## src/rtl/btn_pkg.sv

```systemverilog
// Shared definitions for the push-button gesture path.
// Holds the FSM state encoding used by the event classifier and the default
// timing constants shared with the debouncer integration.
package btn_pkg;

  // 3-bit state encoding for the gesture classifier FSM.
  typedef enum logic [2:0] {
    ST_IDLE   = 3'd0,
    ST_PRESS1 = 3'd1,
    ST_LONG   = 3'd2,
    ST_GAP    = 3'd3,
    ST_PRESS2 = 3'd4
  } btn_state_t;

  // Default timing: 1 ms ticks at 50 MHz.
  localparam int DEF_TICK_DIV     = 50000;
  localparam int DEF_LONG_TICKS   = 800;
  localparam int DEF_DCLICK_TICKS = 250;
  localparam int DEF_TW           = 10;

endpackage

```

## src/rtl/tick_prescaler.sv

```systemverilog
// Timing tick prescaler for the gesture classifier.
// Counts 0..TICK_DIV-1 and flags the last count as a one-cycle tick.
// Ports:
//   clk   - system clock, rising edge
//   rst_n - asynchronous active-low reset
//   clr   - restart the count from 0 (state-change strobe from the FSM)
//   tick  - high while the count sits at TICK_DIV-1
module tick_prescaler #(
  parameter int TICK_DIV = btn_pkg::DEF_TICK_DIV
) (
  input  logic clk,
  input  logic rst_n,
  input  logic clr,
  output logic tick
);

  localparam int            CW   = (TICK_DIV > 1) ? $clog2(TICK_DIV) : 1;
  localparam logic [CW-1:0] LAST = CW'(TICK_DIV - 1);

  logic [CW-1:0] count;

  // Free-running divider; clearing on clr makes every state's timing start
  // exactly at its entry edge.
  always_ff @(posedge clk or negedge rst_n) begin
    if (!rst_n) begin
      count <= '0;
    end else if (clr || (count == LAST)) begin
      count <= '0;
    end else begin
      count <= count + CW'(1);
    end
  end

  assign tick = (count == LAST);

endmodule

```

## src/rtl/button_event_classifier.sv

```systemverilog
// Push-button gesture classifier.
// Consumes debounced press/release strobes and reports short press, long
// press and double click as one-cycle pulses, plus a held level while a long
// press continues and a wrapping count of emitted events.
// Ports:
//   clk          - system clock, rising edge
//   rst_n        - asynchronous active-low reset
//   pos          - debounced press strobe (1 cycle)
//   neg          - debounced release strobe (1 cycle)
//   short_press  - pulse: single short press completed
//   long_press   - pulse: press held LONG_TICKS
//   double_click - pulse: second press released inside the window
//   held         - level: high while in the LONG state
//   ev_count     - 8-bit count of emitted events, wraps 255->0
module button_event_classifier
  import btn_pkg::*;
#(
  parameter int TICK_DIV     = DEF_TICK_DIV,
  parameter int LONG_TICKS   = DEF_LONG_TICKS,
  parameter int DCLICK_TICKS = DEF_DCLICK_TICKS,
  parameter int TW           = DEF_TW
) (
  input  logic       clk,
  input  logic       rst_n,
  input  logic       pos,
  input  logic       neg,
  output logic       short_press,
  output logic       long_press,
  output logic       double_click,
  output logic       held,
  output logic [7:0] ev_count
);

  localparam logic [TW-1:0] LONG_LAST   = TW'(LONG_TICKS - 1);
  localparam logic [TW-1:0] DCLICK_LAST = TW'(DCLICK_TICKS - 1);

  btn_state_t    state;
  btn_state_t    state_next;
  logic [TW-1:0] timer;
  logic          tick;
  logic          state_chg;
  logic          press;
  logic          release_ev;
  logic          long_to;
  logic          dclick_to;
  logic          short_nx;
  logic          long_nx;
  logic          dclick_nx;

  // Simultaneous press and release strobes are treated as noise.
  assign press      = pos & ~neg;
  assign release_ev = neg & ~pos;

  assign long_to    = tick && (timer == LONG_LAST);
  assign dclick_to  = tick && (timer == DCLICK_LAST);
  assign state_chg  = (state_next != state);

  tick_prescaler #(
    .TICK_DIV(TICK_DIV)
  ) u_prescaler (
    .clk  (clk),
    .rst_n(rst_n),
    .clr  (state_chg),
    .tick (tick)
  );

  // Next-state and event decode; strobes are tested before timeouts so an
  // edge wins when both land in the same cycle.
  always_comb begin
    state_next = state;
    short_nx   = 1'b0;
    long_nx    = 1'b0;
    dclick_nx  = 1'b0;
    unique case (state)
      ST_IDLE: begin
        if (press) state_next = ST_PRESS1;
      end
      ST_PRESS1: begin
        if (release_ev) begin
          state_next = ST_GAP;
        end else if (long_to) begin
          state_next = ST_LONG;
          long_nx    = 1'b1;
        end
      end
      ST_LONG: begin
        if (release_ev) state_next = ST_IDLE;
      end
      ST_GAP: begin
        if (press) begin
          state_next = ST_PRESS2;
        end else if (dclick_to) begin
          state_next = ST_IDLE;
          short_nx   = 1'b1;
        end
      end
      ST_PRESS2: begin
        if (release_ev) begin
          state_next = ST_IDLE;
          dclick_nx  = 1'b1;
        end
      end
      default: state_next = ST_IDLE;
    endcase
  end

  // State register and per-state timer; the timer restarts on every
  // transition and sticks at all-ones rather than wrapping.
  always_ff @(posedge clk or negedge rst_n) begin
    if (!rst_n) begin
      state <= ST_IDLE;
      timer <= '0;
    end else begin
      state <= state_next;
      if (state_chg) begin
        timer <= '0;
      end else if (tick && (timer != '1)) begin
        timer <= timer + TW'(1);
      end
    end
  end

  // Registered outputs; the counter advances in the same edge that raises a
  // pulse so both are visible together.
  always_ff @(posedge clk or negedge rst_n) begin
    if (!rst_n) begin
      short_press  <= 1'b0;
      long_press   <= 1'b0;
      double_click <= 1'b0;
      held         <= 1'b0;
      ev_count     <= 8'd0;
    end else begin
      short_press  <= short_nx;
      long_press   <= long_nx;
      double_click <= dclick_nx;
      held         <= (state_next == ST_LONG);
      if (short_nx || long_nx || dclick_nx) begin
        ev_count <= ev_count + 8'd1;
      end
    end
  end

endmodule
```

## config.mk

```make
export PLATFORM = sky130hd
export DESIGN_NAME = button_event_classifier
export DESIGN_NICKNAME = d
export VERILOG_FILES = /design/src/rtl/btn_pkg.sv /design/src/rtl/tick_prescaler.sv /design/src/rtl/button_event_classifier.sv
export SDC_FILE = /design/constraint.sdc
export NUM_CORES = 1
export LEC_CHECK = 0
export BUFFER_PORTS_ARGS = -buffer_cell sky130_fd_sc_hd__buf_2
export CORE_ASPECT_RATIO = 0.5
export CORE_MARGIN = 5
export CORE_UTILIZATION = 60
export DETAILED_ROUTE_END_ITERATION = 8
export PLACE_DENSITY_LB_ADDON = 0.2
export SLEW_MARGIN = 0
export SYNTH_ARGS = -nofsm -noshare
export SYNTH_HDL_FRONTEND = slang
export SYNTH_SLANG_ARGS = --single-unit
```

## constraint.sdc

```tcl
create_clock -name clk -period 6.2 [get_ports clk]
set_clock_uncertainty 0.05 [all_clocks]
set_input_delay 0.93 -clock clk [delete_from_list [all_inputs] [get_ports clk]]
set_output_delay 0.93 -clock clk [all_outputs]
set_load 0.02 [all_outputs]
```

Word level (Yosys, flattened, before mapping):

Index checks and enable logic that the tools add are counted.

* $add $sub $neg: 3
* equal/unequal tests: 10
* multiplexer cells: 18
* bitwise operators: 4
* reductions and logical operators: 9

Operators by type and width (count)
* $mux W10: 2
* $mux W3: 6
* $add A16 B1 Y16 const B: 1
* $eq A16 B16 Y1 const B: 1
* $mux W16: 1
* $pmux W3 S4: 1
* $add A10 B1 Y10 const B: 1
* $eq A10 B10 Y1 const B: 1
* $eq A10 B8 Y1 const B: 1
* $ne A10 B10 Y1 const B: 1
* $eq A3 B2 Y1 const B: 3
* $add A8 B1 Y8 const B: 1
* $mux W1: 8
* $eq A3 B1 Y1 const B: 1
* $eq A3 B3 Y1 const B: 1
* $logic_and A1 B1 Y1: 3
* $logic_not A3 Y1: 1
* $logic_or A1 B1 Y1: 3
* $ne A3 B3 Y1: 1
* $and A1 B1 Y1: 2
* $not A1 Y1: 2
* $reduce_bool A2 Y1: 1
* $reduce_or A2 Y1: 1

* flip-flop bits (word level): 41
* input bits: 4
* output and inout port bits: 12
* logic and storage cells: 52

Longest topological paths before layout:

Gate-level depths: netlist of the first run.

* depth in word-level cells: 8
* mapped depth: 9
* depth with buffers taken out: 7

Hierarchy:

A second synthesis of the first run with hierarchy kept.

* cell total of the unflattened synthesis: 226
* area, all modules: 2214.6 µm²

By module, submodules not included
* button_event_classifier: times used 1, cells an instance 146, area an instance 1422.6 µm², sequential area each 625.6 µm²
* tick_prescaler: times used 1, cells an instance 80, area an instance 792.0 µm², sequential area each 400.4 µm²

Least setup slack after synthesis of the first run:

No wires, ideal clock.

* path type: register to register
* start: register u_prescaler.count[4]
* end: register timer[8]
* library setup time: 140 ps
* arrival time: 2271 ps
* data required time: 6010 ps
* path slack: 3738 ps
* cell stages (with the launch flop): 7
* buffers on the path: 1
* period minus slack after synthesis: 2462 ps
* cells stage by stage: dfrtp_1 > or4b_1 > or4_1 > buf_6 > or4_1 > o21ai_1 > nor4_1

* longest elaborated chain between the ends: 7
* elaborated cells between the ends (all ways): 12
* classes of those cells: 2 x eq/ne; 6 x mux; 4 x reduce/logical

Ends and longest elaborated chain
* from (decl): RTL line tick_prescaler.sv:20 `logic [CW-1:0] count;`
* from (signal assigned): RTL line tick_prescaler.sv:30 `count <= count + CW'(1);`
* $eq A16 B16 Y1 (*): RTL line tick_prescaler.sv:34 `assign tick = (count == LAST);`
* $logic_and A1 B1 Y1 (on tied branches): RTL line button_event_classifier.sv:55, button_event_classifier.sv:54
* $mux W3 (on tied branches): RTL line button_event_classifier.sv:92, button_event_classifier.sv:81
* $mux W3 (on tied branches): RTL line button_event_classifier.sv:90, button_event_classifier.sv:79
* $pmux W3 S4: RTL line button_event_classifier.sv:74 `unique case (state)`
* $ne A3 B3 Y1: RTL line button_event_classifier.sv:56 `assign state_chg = (state_next != state);`
* $mux W10 / $reduce_bool A2 Y1 (equally long branches)
* to (signal assigned): RTL line button_event_classifier.sv:118 `timer <= timer + TW'(1);`
* to (decl): RTL line button_event_classifier.sv:39 `logic [TW-1:0] timer;`

Every way passes the cells marked *; elsewhere a longest branch is shown, timed or not.
A chain may end at the register's enable or synchronous reset.

Worst setup path after layout of the first run:

* start: register u_prescaler.count[4]
* end: register u_prescaler.count[4]

* longest elaborated chain between the ends: 8
* elaborated cells between the ends (all ways): 12
* classes of those cells: 1 x add/sub; 2 x eq/ne; 6 x mux; 3 x reduce/logical

Ends and longest elaborated chain
* $eq A16 B16 Y1: RTL line tick_prescaler.sv:27, tick_prescaler.sv:34
* $logic_and A1 B1 Y1 (on tied branches): RTL line button_event_classifier.sv:55, button_event_classifier.sv:54
* $mux W3 (on tied branches): RTL line button_event_classifier.sv:92, button_event_classifier.sv:81
* $mux W3 (on tied branches): RTL line button_event_classifier.sv:90, button_event_classifier.sv:79
* $pmux W3 S4: RTL line button_event_classifier.sv:74
* $ne A3 B3 Y1: RTL line button_event_classifier.sv:56
* $logic_or A1 B1 Y1: RTL line tick_prescaler.sv:27 `end else if (clr || (count == LAST)) begin`
* $mux W16 (*): RTL line tick_prescaler.sv:27

Marked as above.

==> reports/qor.yml, run 1 <==
detailed_routing:
  detail_route.first_pass.iterations: 4
  drt_first_iter_violations: 107
  post_detailed_route_count_of_antenna_violating_nets: 0
  drt-vias-per-instance: 6.01
  totalWireLength_um: 4800
  route.detailed.drc: 0
  dr_total_vias: 1875
  wire_per_inst_um: 15.4
timing:
  rsz_0062_raised_after_global_routing: "no"
  period_share: 0.502
  slew_headroom: 0.148
  finalHoldViolCount: 0
  timing.final.setup_violations: 0
  max_clock_freq_ghz: 0.321
  total_negative_setup_slack_ps: 0
  min_period_ps: 3110
  timing_worst_slew_pin_value_ps: 1280
  max_transition_viols_final: 0
clock_tree:
  tritoncts_clock_tree: "done"
  h-tree-depth: 2
  ctsResizeCount: 0
  cts.hold.buffers_added: 0
  ctsLongestPathBuffers: 2
  post-cts-setup-buffer-count: 0
  worstSkewPairLatency_ps: 290
  clk_transition_reported_paths_ps: 70
  tritoncts.num_buffers: 5
  tritoncts_num_sinks: 41
  root_buffer: "clkbuf_8"
global_routing:
  grt_util_all_layers: 0.200
  grt_remaining_overflow: 0
  number_of_antenna_violations_at_the_first_check_in_global_routing: 0
  grt_start_max_net_pins: 42
  grt_pass1_vias: 1790
  grt_first_pass_wirelength_um: 8580
worst_setup_path:
  timing.reg2reg.setup_slack_ps: 3090
  crit_path_max_incr_delay_ps: 1050
  critical-path-slowest-cell: "a21oi_2"
  reg2reg_to: "u_prescaler.count[4]"
  cp_cell_sequence: "or4b_1, nor4_2, buf_4, nand3_1, a21oi_2, nor4_1"
  timing.reg2reg.worst_path_depth: 6
  worst_r2r_startpoint: "u_prescaler.count[4]"
  timing.critical_path.arrival_ps: 3170
  timing.critical_path.required_ps: 6250
  critPathKind: "flip-flop to flip-flop"
  path_buf_inv: 1
  timing.critical_path.from_type: "flip-flop"
  cp_top_family: "simple AND/OR/NAND/NOR gates"
  cp_num_cells: 6
  critical_path.max_fanout: 26
  timing.critical_path.to_type: "flip-flop"
finish:
  layout.core_utilization: 0.662
  syn2layout_area_growth_pct: 7.91
  layout-drive-gt1-share: 0.151
  fin_nets: 265
  num_antenna_cells: 0
floorplan:
  die_y_um: 54.3
  floorplan.io_pins: 16
  placement_rows: 16
  initial_cell_density_of_the_core: 0.613
  core_um2: 3840
  die_w_um: 98.6
  die_area_um2: 5360
power_and_ir_drop:
  power.switching_uw: 245
  power.share.clock: 0.248
  sw_frac_of_total: 0.362
  post-layout-total-power_uw: 676
  leakage_uw: 0.00108
  sequentialPowerShare: 0.476
  ir_worst_vdd_uv: 176
  power_density_nw_per_um2: 266
  internal_power_uw: 432
  power.share.combinational: 0.276
logic_synthesis:
  netlist_area_um2: 2360
  synthesis.nets: 252
  synth-seq-area-share: 0.435
  synthesis.instances: 244
  synth.ff_latch_count: 41
  yosys_warnings: 0
  postSynthAreaPerCell_um2: 9.66
  synth.lib_cells_used.distinct: 47
place:
  dp.final_hpwl_um: 3150
  i_o_buffers: 15
  gp_congestion: 0.837
outcome:
  result_of_the_run: "complete, no violations"
min_path:
  worst_hold_path.num_cells: 1
  end_point_of_the_worst_hold_path: "ev_count[7]"
  hold_path.class: "flip-flop to flip-flop"
  min_delay_src: "ev_count[7]"
job:
  drv.max_cap_violation_count: 0
[cell usage after synthesis (all sizes together)]
master / n / area (µm²)
a2111oi: 1 / 8.76
a211oi: 1 / 7.51
a2bb2oi: 1 / 8.76
or3b: 1 / 8.76
xor2: 11 / 96.3
mux2i: 1 / 10.0
or4b: 2 / 20.0
inv: 10 / 37.5
a31oi: 5 / 31.3
nand4: 7 / 50.1
ha: 4 / 50.1
xnor2: 15 / 131
a21o: 1 / 7.51
a32oi: 1 / 8.76
nand2b: 3 / 18.8
or3: 1 / 6.26
nor3: 10 / 50.1
buf: 7 / 46.3
nor2b: 3 / 18.8
dfrtp: 41 / 1030
and3: 4 / 25.0
nand2: 16 / 60.1
nor4: 31 / 219
and2: 1 / 6.26
or2: 1 / 6.26
clkbuf: 5 / 18.8
or4: 3 / 22.5
o21ai: 3 / 15.0
nand3: 18 / 95.1
mux2: 1 / 11.3
nor2: 17 / 63.8
o22ai: 2 / 12.5
nor4b: 5 / 73.8
a31o: 1 / 8.76
o2bb2ai: 1 / 8.76
a311oi: 2 / 17.5
a21oi: 4 / 27.5
o31ai: 3 / 22.5
[flip-flops by register name, summed over array words and instances (netlist names)]
signal,cells
short_press,1
held,1
timer,10
u_prescaler.count,16
long_press,1
ev_count,8
double_click,1
state,3
[cells by family after synthesis]
family                   synth area share
AND/OR/NAND/NOR                     0.316
adder cells (fa/ha/maj)            0.0212
buffers and inverters              0.0435
multiplexers                      0.00902
AO/OA/AOI/OAI                      0.0786
flip-flops                          0.435
XOR/XNOR                           0.0966
[how the worst max path moves through the flow]
| stage | start | endpoint | slack, ps |
|---|---|---|---|
| final | u_prescaler.count[4] | u_prescaler.count[4] | 3090 |
| after global placement | u_prescaler.count[4] | u_prescaler.count[11] | 3250 |
| after floorplan | u_prescaler.count[4] | timer[8] | 3740 |
| after global routing | u_prescaler.count[4] | u_prescaler.count[4] | 2830 |
| after CTS | u_prescaler.count[4] | u_prescaler.count[4] | 3110 |
| after detailed placement | u_prescaler.count[4] | timer[0] | 3140 |
[metrics by stage]
step	std cells	worst slack [ps]	hold WS (ps)	cell area [µm²]
floorplan	244	3740	478	2360
global route	312	2830	424	2540
CTS	312	3110	418	2540
detailed placement	304	3140	409	2460
finish	312	3090	416	2540
global placement	304	3250	402	2460
[layer usage]
layer / routed length [µm] / global-route usage
met1: 2250 / 0.255
met2: 2290 / 0.356
met3: 240 / 0.0471
met4: 16 / 0.0499
met5: 0 / 0
[placed cells by master (no fill, tap or decap), types with 4 or more instances in the layout]
| cell | netlist | routed |
|---|---|---|
| dfrtp_1 | 41 | 41 |
| nor4_1 | 27 | 26 |
| nor2_1 | 17 | 17 |
| nand3_1 | 17 | 17 |
| nand2_1 | 16 | 16 |
| xnor2_1 | 15 | 15 |
| buf_2 | 4 | 15 |
| xor2_1 | 11 | 11 |
| nor3_1 | 10 | 10 |
| inv_1 | 10 | 10 |
| nand4_1 | 6 | 6 |
| nor4_2 | 4 | 5 |
| a31oi_1 | 5 | 5 |
| clkbuf_8 | 0 | 5 |
| and3_1 | 4 | 4 |
| ha_1 | 4 | 4 |
[layout make-up]
cell class | count | area [µm²]
Clock buffer | 8 | 80.1
Fill cell | 315 | 1300
Inverter | 10 | 37.5
Multi-Input combinational cell | 181 | 1230
Sequential cell | 41 | 1030
Tap cell | 54 | 67.6
Timing Repair Buffer | 18 | 97.6
[power by group through the flow]
stage | Clock (µW) | Sequential (µW) | Combinational (µW)
2_1_floorplan | 0 | 323 | 147
3_3_place_gp | 0 | 325 | 183
3_5_place_dp | 0 | 327 | 186
4_1_cts | 170 | 321 | 187
5_1_grt | 183 | 327 | 210
6_report | 168 | 322 | 187
Note: power is estimated with default switching activity, not from simulation.
==> run 2: changes to the inputs <==
Clock period 6.2 ns to 3.1 ns, I/O delays scaled along.
==> reports/qor.yml, run 2 (same netlist as run 1, synthesis figures left out) <==
timing:
  total_negative_setup_slack_ps: 0  # unchanged
  min_period_ps: 2720  # was 3110 ps
  finalHoldViolCount: 0  # unchanged
  timing.final.setup_violations: 0  # unchanged
  max_transition_viols_final: 0  # unchanged
  rsz_0062_raised_after_global_routing: "no"  # unchanged
  period_share: 0.876  # was 0.502
  slew_headroom: 0.401  # was 0.148
  timing_worst_slew_pin_value_ps: 898  # was 1280 ps
  max_clock_freq_ghz: 0.368  # was 0.321 GHz
finish:
  finish.instance_area_um2: 2570  # was 2540 µm²
  mostFrequentLayoutCells: "dfrtp_1, nor4_1, nor2_1, nand3_1, nand2_1"  # unchanged
  layout.cells.most_common: "dfrtp_1"  # unchanged
  layout-drive-gt1-share: 0.172  # was 0.151
  multiInputGateArea_um2: 1230  # unchanged
  fillerInstances: 316  # was 315
  register_area_um2: 1030  # unchanged
  fin_cells: 315  # was 312
  syn2layout_area_growth_pct: 9.13  # was 7.91%
  largest_register_ffs: 16  # unchanged
  regMostFlops: "u_prescaler.count"  # unchanged
  fin_nets: 268  # was 265
  top_regs: "u_prescaler.count (16), timer (10), ev_count (8)"  # unchanged
  num_antenna_cells: 0  # unchanged
detailed_routing:
  drt_first_iter_violations: 105  # was 107
  wire_per_inst_um: 15.5  # was 15.4 µm
  post_detailed_route_count_of_antenna_violating_nets: 0  # unchanged
  totalWireLength_um: 4870  # was 4800 µm
  detail_route.first_pass.iterations: 4  # unchanged
  dr_total_vias: 1967  # was 1875
  drt-vias-per-instance: 6.24  # was 6.01
  route.detailed.drc: 0  # unchanged
worst_setup_path:
  path_buf_inv: 1  # unchanged
  critical-path-slowest-cell: "or4_1"  # was a21oi_2
  worst_path_most_repeated_cell: "nor4_2"
  reg2reg_to: "timer[5]"  # was u_prescaler.count[4]
  critPathKind: "flip-flop to flip-flop"  # unchanged
  cp-endpoint: "timer[5]"  # was u_prescaler.count[4]
  timing.critical_path.from_type: "flip-flop"  # unchanged
  timing.critical_path.to_type: "flip-flop"  # unchanged
  cp_cell_sequence: "or4b_1, or4_1, buf_4, nor4_2, xnor2_1, nor4_2"  # was or4b_1, nor4_2, buf_4, nand3_1, a21oi_2, nor4_1
  timing.reg2reg.setup_slack_ps: 380  # was 3090 ps
  timing.critical_path.required_ps: 3230  # was 6250 ps
  start_point_of_the_critical_path: "u_prescaler.count[4]"  # unchanged
  cp_top_family: "simple AND/OR/NAND/NOR gates"  # unchanged
  critical_path.max_fanout: 11  # was 26
  cp_num_cells: 6  # unchanged
  timing.reg2reg.worst_path_depth: 6  # unchanged
  worst_r2r_startpoint: "u_prescaler.count[4]"  # unchanged
  crit_path_max_incr_delay_ps: 720  # was 1050 ps
  timing.critical_path.arrival_ps: 2840  # was 3170 ps
place:
  numPlacedInstances: 307  # was 304
  dp.final_hpwl_um: 3130  # was 3150 µm
  gp_congestion: 0.925  # was 0.837
  i_o_buffers: 15  # unchanged
  detailed_place.area_um2: 2490  # was 2460 µm²
global_routing:
  grt_start_max_net_pins: 42  # unchanged
  number_of_antenna_violations_at_the_first_check_in_global_routing: 0  # unchanged
  grt_first_pass_wirelength_um: 8830  # was 8580 µm
  grt_remaining_overflow: 0  # unchanged
  grt_util_all_layers: 0.205  # was 0.200
  grt_pass1_vias: 1904  # was 1790
floorplan:
  die_y_um: 54.3  # unchanged
  die_w_um: 98.6  # unchanged
  core_um2: 3840  # unchanged
  placement_rows: 16  # unchanged
  die_area_um2: 5360  # unchanged
  initial_cell_density_of_the_core: 0.613  # unchanged
  floorplan.io_pins: 16  # unchanged
job:
  drv.max_cap_violation_count: 0  # unchanged
clock_tree:
  h-tree-depth: 2  # unchanged
  root_buffer: "clkbuf_8"  # unchanged
  tritoncts.num_buffers: 5  # unchanged
  post-cts-setup-buffer-count: 0  # unchanged
  worstSkewPairLatency_ps: 300  # was 290 ps
  tritoncts_clock_tree: "done"  # unchanged
  clk_transition_reported_paths_ps: 80  # was 70 ps
  cts.hold.buffers_added: 0  # unchanged
  ctsLongestPathBuffers: 2  # unchanged
  tritoncts_num_sinks: 41  # unchanged
  ctsResizeCount: 0  # unchanged
outcome:
  result_of_the_run: "complete, no violations"  # unchanged
power_and_ir_drop:
  ir_worst_vdd_uv: 500  # was 176 µV
  leakage_uw: 0.00110  # was 0.00108 µW
  power_density_nw_per_um2: 536  # was 266 nW/µm²
min_path:
  hold_path.class: "input port to asynchronous set/reset pin"  # was flip-flop to flip-flop
## run 2: power breakdown
group / internal, µW / switching [µW] / total (µW)
Sequential: 582 / 65.0 / 647
Combinational: 129 / 254 / 384
Clock: 156 / 194 / 349
## run 2: layer usage
metal | up-vias | wire length, µm | global-route usage
li1 | 939 | - | -
met1 | 994 | 2370 | 0.269
met2 | 30 | 2310 | 0.359
met3 | 4 | 162 | 0.0471
met4 | 0 | 29 | 0.0408
met5 | - | 0 | 0
## run 2: worst min-delay path by stage
stage	startpoint	to	slack (ps)	cells past startpoint
after floorplan	rst_n	double_click	120	0
after global placement	ev_count[7]	ev_count[7]	400	1
after detailed placement	ev_count[7]	ev_count[7]	410	1
after CTS	rst_n	u_prescaler.count[12]	280	1
after global routing	rst_n	u_prescaler.count[12]	340	1
final	rst_n	u_prescaler.count[11]	240	1
## run 2: layout make-up
cell class | instances | share of cell area
sequential | 41 | 0.399
clock inverter | 3 | 0.00681
inverter | 10 | 0.0146
clock buffer | 5 | 0.0268
multi-input combinational | 181 | 0.480
tap | 54 | 0.0263
timing repair buffer | 21 | 0.0467
## run 2: stage by stage
step,utilization,total power [µW],hold WS [ps],setup slack [ps]
final,0.669,1380,236,384
after global routing,0.669,1470,339,222
after CTS,0.669,1380,277,399
after detailed placement,0.647,1030,406,405
after global placement,0.647,1030,403,459
after floorplan,-,938,119,638
